**config.mk**
```make
export PLATFORM = sky130hd
export DESIGN_NAME = decode_stage_flat
export DESIGN_NICKNAME = d
export VERILOG_FILES = /design/src/rtl/decode_stage_pkg.sv /design/src/rtl/decode_stage_if.sv /design/src/rtl/decode_stage_imm_decoder.sv /design/src/rtl/decode_stage.sv /design/src/flat_wrapper.sv
export SDC_FILE = /design/constraint.sdc
export NUM_CORES = 1
export LEC_CHECK = 0
export ABC_CLOCK_PERIOD_IN_PS = 2250
export BUFFER_PORTS_ARGS = -buffer_cell sky130_fd_sc_hd__buf_2
export CAP_MARGIN = 20
export CORE_ASPECT_RATIO = 1.2
export CORE_UTILIZATION = 54
export CTS_CLUSTER_SIZE = 28
export DETAILED_ROUTE_END_ITERATION = 8
export GPL_TIMING_DRIVEN = 0
export HOLD_SLACK_MARGIN = 0.15
export PLACE_DENSITY = 0.76
export SLEW_MARGIN = 20
export SYNTH_ARGS = -nofsm -noshare
export SYNTH_HDL_FRONTEND = slang
export SYNTH_SLANG_ARGS = --single-unit
```
**constraint.sdc**
```tcl
create_clock -name clk -period 2.25 [get_ports clk]
set_clock_uncertainty 0.1 [all_clocks]
set_input_delay 0.225 -clock clk [delete_from_list [all_inputs] [get_ports clk]]
set_output_delay 0.225 -clock clk [all_outputs]
set_load 0.005 [all_outputs]
```
**src/rtl/decode_stage_pkg.sv**
```systemverilog
// decode_stage_pkg
//   Shared core definitions used by the decode stage and the immediate
//   extender: RV32 base opcodes, immediate-format select encodings and the
//   decoded-entry record that the decode stage buffers.
//   No ports (package).
package decode_stage_pkg;

  localparam logic [6:0] OP_LOAD   = 7'b0000011;
  localparam logic [6:0] OP_IMM    = 7'b0010011;
  localparam logic [6:0] OP_JALR   = 7'b1100111;
  localparam logic [6:0] OP_STORE  = 7'b0100011;
  localparam logic [6:0] OP_BRANCH = 7'b1100011;
  localparam logic [6:0] OP_JAL    = 7'b1101111;
  localparam logic [6:0] OP_LUI    = 7'b0110111;
  localparam logic [6:0] OP_AUIPC  = 7'b0010111;
  localparam logic [6:0] OP_SYSTEM = 7'b1110011;
  localparam logic [6:0] OP_REG    = 7'b0110011;

  // Immediate-format select seen by the extender. IMM_IU is the 5-bit
  // zero-extended CSR immediate (uimm in rs1 position).
  localparam logic [2:0] IMM_I  = 3'b000;
  localparam logic [2:0] IMM_S  = 3'b001;
  localparam logic [2:0] IMM_B  = 3'b010;
  localparam logic [2:0] IMM_J  = 3'b011;
  localparam logic [2:0] IMM_U  = 3'b100;
  localparam logic [2:0] IMM_IU = 3'b101;

  typedef struct packed {
    logic [24:0] instr;    // instruction bits [31:7]
    logic [2:0]  immsrc;
    logic [4:0]  rd;
    logic [4:0]  rs1;
    logic [4:0]  rs2;
    logic [31:0] pc;
    logic        illegal;
  } dec_entry_t;

  function automatic dec_entry_t pack_entry(
    input logic [31:0] instr,
    input logic [31:0] pc,
    input logic [2:0]  immsrc,
    input logic        illegal
  );
    dec_entry_t e;
    e.instr   = instr[31:7];
    e.immsrc  = immsrc;
    e.rd      = instr[11:7];
    e.rs1     = instr[19:15];
    e.rs2     = instr[24:20];
    e.pc      = pc;
    e.illegal = illegal;
    return e;
  endfunction

endpackage

```
**src/rtl/decode_stage_if.sv**
```systemverilog
// decode_stage_if
//   Fetch-side and downstream-side handshake/bus bundle of the decode stage.
//   slave  : decode stage view (accepts from fetch, presents to extender)
//   master : environment view (fetch driver + downstream consumer)
//   Signals: in_valid/in_ready/in_instr/in_pc, out_valid/out_ready,
//            out_instr/out_immsrc/out_rd/out_rs1/out_rs2/out_pc/out_illegal
interface decode_stage_if;
  import decode_stage_pkg::*;

  logic        in_valid;
  logic        in_ready;
  logic [31:0] in_instr;
  logic [31:0] in_pc;

  logic        out_valid;
  logic        out_ready;
  logic [24:0] out_instr;
  logic [2:0]  out_immsrc;
  logic [4:0]  out_rd;
  logic [4:0]  out_rs1;
  logic [4:0]  out_rs2;
  logic [31:0] out_pc;
  logic        out_illegal;

  modport slave (
    input  in_valid, in_instr, in_pc, out_ready,
    output in_ready, out_valid, out_instr, out_immsrc,
           out_rd, out_rs1, out_rs2, out_pc, out_illegal
  );

  modport master (
    output in_valid, in_instr, in_pc, out_ready,
    input  in_ready, out_valid, out_instr, out_immsrc,
           out_rd, out_rs1, out_rs2, out_pc, out_illegal
  );

endinterface

```
**src/rtl/decode_stage_imm_decoder.sv**
```systemverilog
// imm_decoder
//   Combinational opcode classifier: picks the immediate format for the
//   extender and flags opcodes outside the supported set.
//   i_opcode  [6:0] : instruction bits [6:0]
//   o_immsrc  [2:0] : immediate-format select (IMM_I for unsupported opcodes)
//   o_illegal       : opcode not supported
module imm_decoder
  import decode_stage_pkg::*;
(
  input  logic [6:0] i_opcode,
  output logic [2:0] o_immsrc,
  output logic       o_illegal
);

  always_comb begin
    o_immsrc  = IMM_I;
    o_illegal = 1'b0;
    case (i_opcode)
      OP_LOAD, OP_IMM, OP_JALR, OP_REG: o_immsrc = IMM_I;
      OP_STORE:                         o_immsrc = IMM_S;
      OP_BRANCH:                        o_immsrc = IMM_B;
      OP_JAL:                           o_immsrc = IMM_J;
      OP_LUI, OP_AUIPC:                 o_immsrc = IMM_U;
      OP_SYSTEM:                        o_immsrc = IMM_IU;
      default:                          o_illegal = 1'b1;
    endcase
  end

endmodule

```
**src/rtl/decode_stage.sv**
```systemverilog
// decode_stage
//   Decode pipeline stage with a 2-entry skid buffer. Instructions are
//   decoded as they are captured, so both buffer entries hold decoded
//   fields. in_ready comes straight from the state register, which breaks
//   the combinational path from out_ready back to fetch.
//   clk   : rising-edge clock
//   rstn  : synchronous active-low reset
//   flush : drop every buffered instruction and any same-cycle input
//   bus   : decode_stage_if.slave (fetch handshake in, decoded fields out)
//
//   state   | meaning
//   EMPTY   | nothing buffered, out_valid=0
//   ONE     | OUT holds the presented instruction, SKID free
//   TWO     | OUT presented, SKID holds the next one, in_ready=0
module decode_stage
  import decode_stage_pkg::*;
(
  input  logic           clk,
  input  logic           rstn,
  input  logic           flush,
  decode_stage_if.slave  bus
);

  localparam logic [1:0] S_EMPTY = 2'd0;
  localparam logic [1:0] S_ONE   = 2'd1;
  localparam logic [1:0] S_TWO   = 2'd2;

  logic [1:0] r_state;
  dec_entry_t r_out;
  dec_entry_t r_skid;

  logic [2:0] w_immsrc;
  logic       w_illegal;
  dec_entry_t w_dec;
  logic       w_in_xfer;
  logic       w_out_xfer;

  imm_decoder u_imm_decoder (
    .i_opcode  (bus.in_instr[6:0]),
    .o_immsrc  (w_immsrc),
    .o_illegal (w_illegal)
  );

  assign w_dec = pack_entry(bus.in_instr, bus.in_pc, w_immsrc, w_illegal);

  assign bus.in_ready  = (r_state != S_TWO);
  assign bus.out_valid = (r_state != S_EMPTY);

  assign w_in_xfer  = bus.in_valid  & bus.in_ready;
  assign w_out_xfer = bus.out_valid & bus.out_ready;

  always_ff @(posedge clk) begin
    if (!rstn) begin
      r_state <= S_EMPTY;
      r_out   <= '0;
      r_skid  <= '0;
    end else if (flush) begin
      r_state <= S_EMPTY;
    end else begin
      case (r_state)
        S_EMPTY: begin
          if (w_in_xfer) begin
            r_out   <= w_dec;
            r_state <= S_ONE;
          end
        end
        S_ONE: begin
          if (w_in_xfer && w_out_xfer) begin
            r_out <= w_dec;
          end else if (w_in_xfer) begin
            r_skid  <= w_dec;
            r_state <= S_TWO;
          end else if (w_out_xfer) begin
            r_state <= S_EMPTY;
          end
        end
        S_TWO: begin
          if (w_out_xfer) begin
            r_out   <= r_skid;
            r_state <= S_ONE;
          end
        end
        default: r_state <= S_EMPTY;
      endcase
    end
  end

  assign bus.out_instr  = r_out.instr;
  assign bus.out_immsrc = r_out.immsrc;
  assign bus.out_rd     = r_out.rd;
  assign bus.out_rs1    = r_out.rs1;
  assign bus.out_rs2    = r_out.rs2;
  assign bus.out_pc     = r_out.pc;
  // OUT keeps stale contents after draining or a flush; mask the flag so an
  // empty stage never reports an illegal instruction.
  assign bus.out_illegal = r_out.illegal & bus.out_valid;

endmodule

```
**src/flat_wrapper.sv**
```systemverilog
// flat-port wrapper written by rule: the top's interface ports become plain ports
module decode_stage_flat import decode_stage_pkg::*;
  (clk, rstn, flush, bus_in_valid, bus_in_instr, bus_in_pc, bus_out_ready, bus_in_ready, bus_out_valid, bus_out_instr, bus_out_immsrc, bus_out_rd, bus_out_rs1, bus_out_rs2, bus_out_pc, bus_out_illegal);
  decode_stage_if bus_i ();
  input  logic clk;
  input  logic rstn;
  input  logic flush;
  input wire logic [$bits(bus_i.in_valid)-1:0] bus_in_valid;
  input wire logic [$bits(bus_i.in_instr)-1:0] bus_in_instr;
  input wire logic [$bits(bus_i.in_pc)-1:0] bus_in_pc;
  input wire logic [$bits(bus_i.out_ready)-1:0] bus_out_ready;
  output wire logic [$bits(bus_i.in_ready)-1:0] bus_in_ready;
  output wire logic [$bits(bus_i.out_valid)-1:0] bus_out_valid;
  output wire logic [$bits(bus_i.out_instr)-1:0] bus_out_instr;
  output wire logic [$bits(bus_i.out_immsrc)-1:0] bus_out_immsrc;
  output wire logic [$bits(bus_i.out_rd)-1:0] bus_out_rd;
  output wire logic [$bits(bus_i.out_rs1)-1:0] bus_out_rs1;
  output wire logic [$bits(bus_i.out_rs2)-1:0] bus_out_rs2;
  output wire logic [$bits(bus_i.out_pc)-1:0] bus_out_pc;
  output wire logic [$bits(bus_i.out_illegal)-1:0] bus_out_illegal;
  assign bus_i.in_valid = bus_in_valid;
  assign bus_i.in_instr = bus_in_instr;
  assign bus_i.in_pc = bus_in_pc;
  assign bus_i.out_ready = bus_out_ready;
  assign bus_in_ready = bus_i.in_ready;
  assign bus_out_valid = bus_i.out_valid;
  assign bus_out_instr = bus_i.out_instr;
  assign bus_out_immsrc = bus_i.out_immsrc;
  assign bus_out_rd = bus_i.out_rd;
  assign bus_out_rs1 = bus_i.out_rs1;
  assign bus_out_rs2 = bus_i.out_rs2;
  assign bus_out_pc = bus_i.out_pc;
  assign bus_out_illegal = bus_i.out_illegal;
  decode_stage u_core (.clk(clk), .rstn(rstn), .flush(flush), .bus(bus_i));
endmodule
```
==> impl_metrics.csv, run 1 <==
group,metric,value,unit
worst_setup_path,max_stage_delay,0.41,ns
synth,ys_seq_area_share,40.6,%
floorplan,start_util,55.3,%
sta,relSlewSlack,56.6,%
finish,fin_cells,1026,
pwr,p_leak,3.85,nW
synth,synth-edff-count,0,
cts,path_clk_slew,0.05,ns
worst_setup_path,worstRegToRegCells,6,
cts,cts_hold_buf,62,
global_routing,grt_max_degree,17,
drt,first_iter_violations,228,
pwr,p_sw,1.38,mW
global_routing,antenna_found_initial,0,
cts,cts_made_buffers,17,
finish,diodes,0,
synth,yosysTopAreaCell,"dfxtp_1",
sta,finalSetupTns,0,ns
worst_setup_path,cp.required,1.92,ns
placement,gp_congestion,0.910,
drt,first_pass_iters,5,
worst_setup_path,start_kind,"flop",
synth,syn_area,6110,um^2
pwr,ir_drop,0.524,mV
drt,drcViolationCount,0,
pwr,finalPower,6.03,mW
cts,cts_tree,"built",
global_routing,overflow,0,
global_routing,grt_pass1_vias,5596,
cts,cts_sinks,124,
drt,viasPerCell,5.52,
floorplan,die-area,11700,um^2
sta,rsz0062_at_grt,"false",
cts,h-tree-depth,4,
cts,cts_root_buffer,"clkbuf_16",
synth,ys.flop_type,"dfxtp_1",
cts,clock_latency,0.42,ns
floorplan,core_area,11000,um^2
synth,yosysMostFrequentCell,"dfxtp_1",
placement,postPlaceCellArea,6990,um^2
worst_setup_path,worst-setup-path-type,"reg2out",
finish,fin_nets,951,
synth,ys_seq_elements,124,
run,cap_violations,0,
sta,tightest_slew,0.652,ns
synth,syn_avg_cell_area,9.30,um^2
worst_setup_path,r2r-end,"u_core.bus.out_pc[12]",
synth,synth_common_cells,"dfxtp_1 (124), nand2_1 (121), buf_4 (76), a21oi_1 (61)",
sta,hold_slack,0.167,ns
sta,finalCritPeriodShare,93.0,%
finish,fin_util,74.6,%
floorplan,die_w,99.1,um
floorplan,die_y,118,um
hold_path,hold_class,"in2reg",
finish,drive_gt1_share,37.0,%
worst_setup_path,crit_chain,"nand2b_1 > buf_6 > clkbuf_1 > buf_2",
cts,cts_buffer_depth,2,
pwr,pwr-share-comb,13.5,%
run_status,status,"completed",
pwr,p_clk_share,47.7,%
worst_setup_path,critPathArrivalTime,1.77,ns
finish,areaGrowthSynthToFinish,34.9,%
global_routing,grt_usage,29.2,%
worst_setup_path,critical-path-slowest-cell,"clkbuf_1",
worst_setup_path,crit_path_end_kind,"output pin",
hold_path,worstHoldPathCells,5,
synth,yosys_warnings,0,
worst_setup_path,r2r_slack,0.19,ns
worst_setup_path,r2r-start,"u_core.r_state[1]",
synth,yosysTopAreaCellShare,40.6,%
synth,synthTopCellsByArea,"dfxtp_1 (41%), buf_4 (9.3%), nand2_1 (7.4%), mux2_2 (7.2%), o311a_1 (6.4%)",
drt,wl_per_cell,16.4,um
global_routing,grt_pass1_wl,26.8,mm
pwr,p_int,4.65,mW
drt,wl,16.9,mm
floorplan,rows,42,
synth,ys_types,44,
sta,slew_viol_final,0,
drt,ant_nets,0,
drt,vias,5659,
finish,stdcell_area,8240,um^2
cts,post_cts_resized,0,
sta,fin_ws,0.158,ns
floorplan,io_pins,147,
placement,dp_hpwl,11.1,mm
sta,finalSetupViolCount,0,
cts,postCtsSetupBuffers,0,
pwr,pwr_density_cell,733,nW/um^2
hold_path,hold_end,"u_core.r_skid[50]",
synth,synthCells,657,
placement,place_inst,933,
hold_path,hp-start,"bus_in_instr[5]",
worst_setup_path,cp_max_fo,10,
synth,synth_nets,726,
sta,period_minus_slack,2.09,ns
sta,max_freq,478,MHz
pwr,power_frac_seq,38.8,%
pwr,swShare,22.9,%
synth,async_flop_share,0,%
placement,io_buffers,144,
placement,pre_cts_ws,0.230,ns
sta,hold_viol,0,
==> flip-flops by register name, indices dropped and copies added (netlist names) <==
name and flops:
u_core.bus.out_instr 13, u_core.bus.out_rd 4, u_core.bus.out_rs2 4, u_core.bus.out_pc 32
u_core.bus.out_immsrc 3, u_core.bus.out_rs1 4, u_core.r_skid 61, u_core.r_state 2
u_core.r_out 1
==> per-layer routing <==
metal  vias to the layer above  GRT usage (%)  share of wire, %
met3                        36           6.27               5.1
li1                       2710              -                 -
met2                       227           52.7                52
met4                         0           12.5               2.3
met1                      2686           32.7                40
met5                         -              0                 0
==> layout make-up <==
class / count / area [um^2]
Fill cell: 767 / 2800
Tap cell: 132 / 165
Sequential cell: 124 / 2480
Clock buffer: 20 / 457
Clock inverter: 11 / 168
Timing Repair Buffer: 206 / 1340
Buffer: 132 / 830
Inverter: 1 / 3.75
Multi-Input combinational cell: 400 / 2790
==> layout by cell type, fill, tap and decap left out, drive strengths merged, types with 3 or more instances in the layout <==
| cell | Yosys | layout |
|---|---|---|
| nor3 | 3 | 3 |
| dfxtp | 124 | 124 |
| or3 | 19 | 19 |
| buf | 102 | 246 |
| nand4 | 3 | 3 |
| o311a | 39 | 39 |
| o21bai | 39 | 39 |
| dlygate4sd3 | 0 | 62 |
| o211a | 20 | 20 |
| nand2b | 4 | 4 |
| clkinvlp | 0 | 5 |
| a21oi | 61 | 61 |
| mux2 | 57 | 57 |
| nand2 | 121 | 121 |
| bufinv | 0 | 4 |
| clkbuf | 30 | 50 |
==> power groups by stage <==
stage	Clock, mW	Sequential (mW)	Combinational (mW)
after CTS	2.90	2.34	0.807
final	2.88	2.34	0.817
after global placement	0	2.38	0.700
after floorplan	0	2.37	0.466
after detailed placement	0	2.38	0.719
after global routing	3.02	2.35	0.880
==> cells by family after synthesis <==
| family | share of synthesized area (%) |
|---|---|
| flip-flops | 40.6 |
| AO/OA/AOI/OAI | 21.7 |
| buffers and inverters | 13.6 |
| AND/OR/NAND/NOR | 12.0 |
| XOR/XNOR | 0.287 |
| multiplexers | 11.7 |
==> critical path, delay by kind of cell (launching register included) <==
family | cells | cell delay, ns
DFF | 1 | 0.40
and+or+nand+nor | 1 | 0.17
buffers and inverters | 3 | 0.79
==> worst max path at each step <==
stage	cells past startpoint	end	startpoint	slack, ns
finish	4	bus_in_ready	u_core.r_state[0]	0.16
global route	8	u_core.bus.out_pc[12]	bus_out_ready	0.04
CTS	8	u_core.bus.out_pc[10]	bus_out_ready	0.14
detailed placement	6	u_core.bus.out_pc[10]	u_core.r_state[1]	0.23
global placement	6	u_core.bus.out_pc[8]	u_core.r_state[1]	0.27
floorplan	5	u_core.bus.out_pc[10]	u_core.r_state[0]	0.48
Note: power is estimated with default switching activity, not from simulation.
==> run 2: changes to the inputs <==
--- a/config.mk
+++ b/config.mk
@@ -5,16 +5,16 @@
 export SDC_FILE = /design/constraint.sdc
 export NUM_CORES = 1
 export LEC_CHECK = 0
-export ABC_CLOCK_PERIOD_IN_PS = 2250
+export ABC_CLOCK_PERIOD_IN_PS = 1700
 export BUFFER_PORTS_ARGS = -buffer_cell sky130_fd_sc_hd__buf_2
 export CAP_MARGIN = 20
 export CORE_ASPECT_RATIO = 1.2
-export CORE_UTILIZATION = 54
+export CORE_UTILIZATION = 49
 export CTS_CLUSTER_SIZE = 28
 export DETAILED_ROUTE_END_ITERATION = 8
 export GPL_TIMING_DRIVEN = 0
 export HOLD_SLACK_MARGIN = 0.15
-export PLACE_DENSITY = 0.76
+export PLACE_DENSITY = 0.73
 export SLEW_MARGIN = 20
 export SYNTH_ARGS = -nofsm -noshare
 export SYNTH_HDL_FRONTEND = slang
==> constraint.sdc (replaced) <==
create_clock -name clk -period 1.7 [get_ports clk]
set_clock_uncertainty 0.1 [all_clocks]
set_input_delay 0.17 -clock clk [delete_from_list [all_inputs] [get_ports clk]]
set_output_delay 0.17 -clock clk [all_outputs]
set_load 0.005 [all_outputs]
==> run 2 against run 1 <==
The flow now finishes with violations (setup timing). Non-clock buffer count increased by 18. Cell area increased by 5.1%. Total power increased by 26%. Worst setup slack got worse by 0.22 ns. Critical path depth increased by 1.
==> impl_metrics.csv, run 2 (synthesized netlist as in run 1, its figures left out) <==
group,metric,value,unit
hold_path,hold_class,"in2reg",
hold_path,hold_end,"u_core.r_skid[50]",
worst_setup_path,r2r_slack,-0.06,ns
sta,hold_viol,0,
global_routing,grt_pass1_wl,27.3,mm
finish,fin_cells,1074,
finish,drive_gt1_share,40.2,%
sta,rsz0062_at_grt,"true",
pwr,p_sw,1.85,mW
pwr,swShare,24.4,%
worst_setup_path,cp.required,1.90,ns
sta,tightest_slew,0.646,ns
worst_setup_path,crit_chain,"nand2b_4 > clkbuf_16 > mux2_4 > or3_1 > o211a_1",
worst_setup_path,r2r-end,"u_core.bus.out_pc[22]",
pwr,finalPower,7.60,mW
cts,clock_latency,0.41,ns
finish,final_common_cell,"buf_2",
global_routing,grt_usage,26.2,%
run_status,status,"complete, but fails checks",
drt,wl_per_cell,16.5,um
worst_setup_path,crit_path_end_kind,"flop",
floorplan,io_pins,147,
sta,fin_ws,-0.0620,ns
drt,wl,17.7,mm
worst_setup_path,critical-path-slowest-cell,"dfxtp_4",
worst_setup_path,worst-setup-path-type,"reg2reg",
drt,first_iter_violations,258,
global_routing,overflow,0,
run_status,violations,"setup timing",
sta,finalSetupViolCount,25,
placement,io_buffers,144,
cts,path_clk_slew,0.05,ns
sta,period_minus_slack,1.76,ns
cts,cts_made_buffers,17,
pwr,power_frac_seq,40.8,%
worst_setup_path,cp_num_buf_inv,1,
drt,first_pass_iters,5,
drt,viasPerCell,5.42,
placement,place_inst,962,
worst_setup_path,start_kind,"flop",
worst_setup_path,r2r-start,"u_core.r_state[0]",
sta,slew_viol_final,0,
floorplan,die_y,124,um
pwr,pwr-share-comb,15.6,%
finish,regMostFlops,"u_core.r_skid",
global_routing,grt_pass1_vias,5744,
sta,max_freq,568,MHz
cts,cts_buffer_depth,2,
cts,cts_tree,"built",
run,cap_violations,0,
drt,drcViolationCount,0,
cts,h-tree-depth,4,
drt,ant_nets,0,
hold_path,hp-start,"bus_in_instr[5]",
floorplan,start_util,50.4,%
placement,dp_hpwl,11.5,mm
drt,vias,5822,
cts,cts_sinks,124,
floorplan,rows,44,
sta,finalCritPeriodShare,104,%
pwr,pwr_density_cell,878,nW/um^2
finish,fin_nets,970,
sta,relSlewSlack,57.0,%
global_routing,grt_max_degree,17,
finish,most-common-layout-cells,"buf_2 (151), dfxtp_1 (122), nand2_1 (121), buf_4 (89), dlygate4sd3_1 (65)",
floorplan,die-area,12900,um^2
floorplan,die_w,104,um
worst_setup_path,path_delay_family,"simple AND/OR/NAND/NOR gates",
worst_setup_path,worstRegToRegCells,5,
finish,diodes,0,
finish,areaGrowthSynthToFinish,41.8,%
pwr,p_clk_share,43.6,%
worst_setup_path,cp_max_fo,8,
floorplan,core_area,12100,um^2
hold_path,worstHoldPathCells,5,
global_routing,antenna_found_initial,0,
worst_setup_path,critPathArrivalTime,1.96,ns
placement,gp_congestion,0.794,
pwr,p_leak,4.09,nW
pwr,p_int,5.75,mW
pwr,ir_drop,0.622,mV
worst_setup_path,max_stage_delay,0.39,ns
cts,cts_root_buffer,"clkbuf_16",
finish,largest_reg_flops,61,
-- run 2: cell types whose count changed in the layout (fill, tap and decap cells not counted), sizes merged --
cell	previous run	this run
clkbuf	50	53
buf	246	258
dlygate4sd3	62	65
clkinv	2	6
bufinv	4	1
nand2b	4	5
clkinvlp	5	4
-- run 2: worst max-delay path by stage --
| stage | from | to | depth (start not counted) |
|---|---|---|---|
| 6_report | u_core.r_state[0] | u_core.bus.out_pc[22] | 5 |
| 4_1_cts | u_core.r_state[0] | u_core.bus.out_pc[16] | 6 |
| 2_1_floorplan | u_core.r_state[0] | u_core.bus.out_pc[24] | 6 |
| 3_5_place_dp | u_core.r_state[1] | u_core.bus.out_instr[6] | 6 |
| 3_3_place_gp | u_core.r_state[1] | u_core.bus.out_pc[8] | 6 |
| 5_1_grt | u_core.r_state[0] | u_core.bus.out_pc[22] | 5 |
-- run 2: repair_timing --
| action | CTS | global route |
|---|---|---|
| resized for setup | 33 | 45 |
| buffers inserted | 5 | 9 |
| endpoints found under the setup margin | 121 | 121 |
| hold buffers | 65 | 1 |
| hold endpoints to repair | 120 | 1 |
| pin swaps | 2 | 3 |
| gates cloned | 0 | 5 |
-- run 2: tightest hold or removal path: cells and delay by family --
kind,cells,cell delay (ns)
compound gates,1,0.07
mux,1,0.07
simple gates,2,0.17
buf+inv,1,0.13
-- run 2: per-layer routing --
| metal | GRT usage (%) | wire length (um) | up-vias | share of wire (%) |
|---|---|---|---|---|
| li1 | - | - | 2746 | - |
| met1 | 28.9 | 7080 | 2829 | 40 |
| met2 | 47.9 | 9500 | 217 | 54 |
| met3 | 5.76 | 767 | 30 | 4.3 |
| met4 | 11.3 | 394 | 0 | 2.2 |
| met5 | 0 | 0 | - | 0 |
-- run 2: per-stage QoR --
step	hold WS [ns]	setup TNS, ns	utilization (%)	setup WS, ns	area (um^2)
finish	0.155	-0.735	71.5	-0.0620	8660
global route	0.162	-2.69	71.5	-0.107	8660
CTS	0.162	-0.350	69.2	-0.0525	8380
detailed placement	0.327	-21.68	58.1	-0.330	7030
global placement	0.320	-15.65	58.1	-0.279	7030
floorplan	0.160	0	-	0.00598	6110
-- run 2: area by class of cell --
type,count,area (um^2)
Buffer,130,948
Clock buffer,20,447
Clock inverter,11,97.6
Fill cell,875,3450
Inverter,1,3.75
Multi-Input combinational cell,401,2870
Sequential cell,124,2490
Tap cell,161,201
Timing Repair Buffer,226,1600
-- run 2: power by group through the flow --
| stage | sequential, mW | combinational (mW) | clock, mW |
|---|---|---|---|
| 6_report | 3.10 | 1.18 | 3.32 |
| 3_3_place_gp | 3.15 | 0.931 | 0 |
| 5_1_grt | 3.11 | 1.27 | 3.50 |
| 3_5_place_dp | 3.16 | 0.957 | 0 |
| 4_1_cts | 3.10 | 1.11 | 3.35 |
| 2_1_floorplan | 3.13 | 0.617 | 0 |
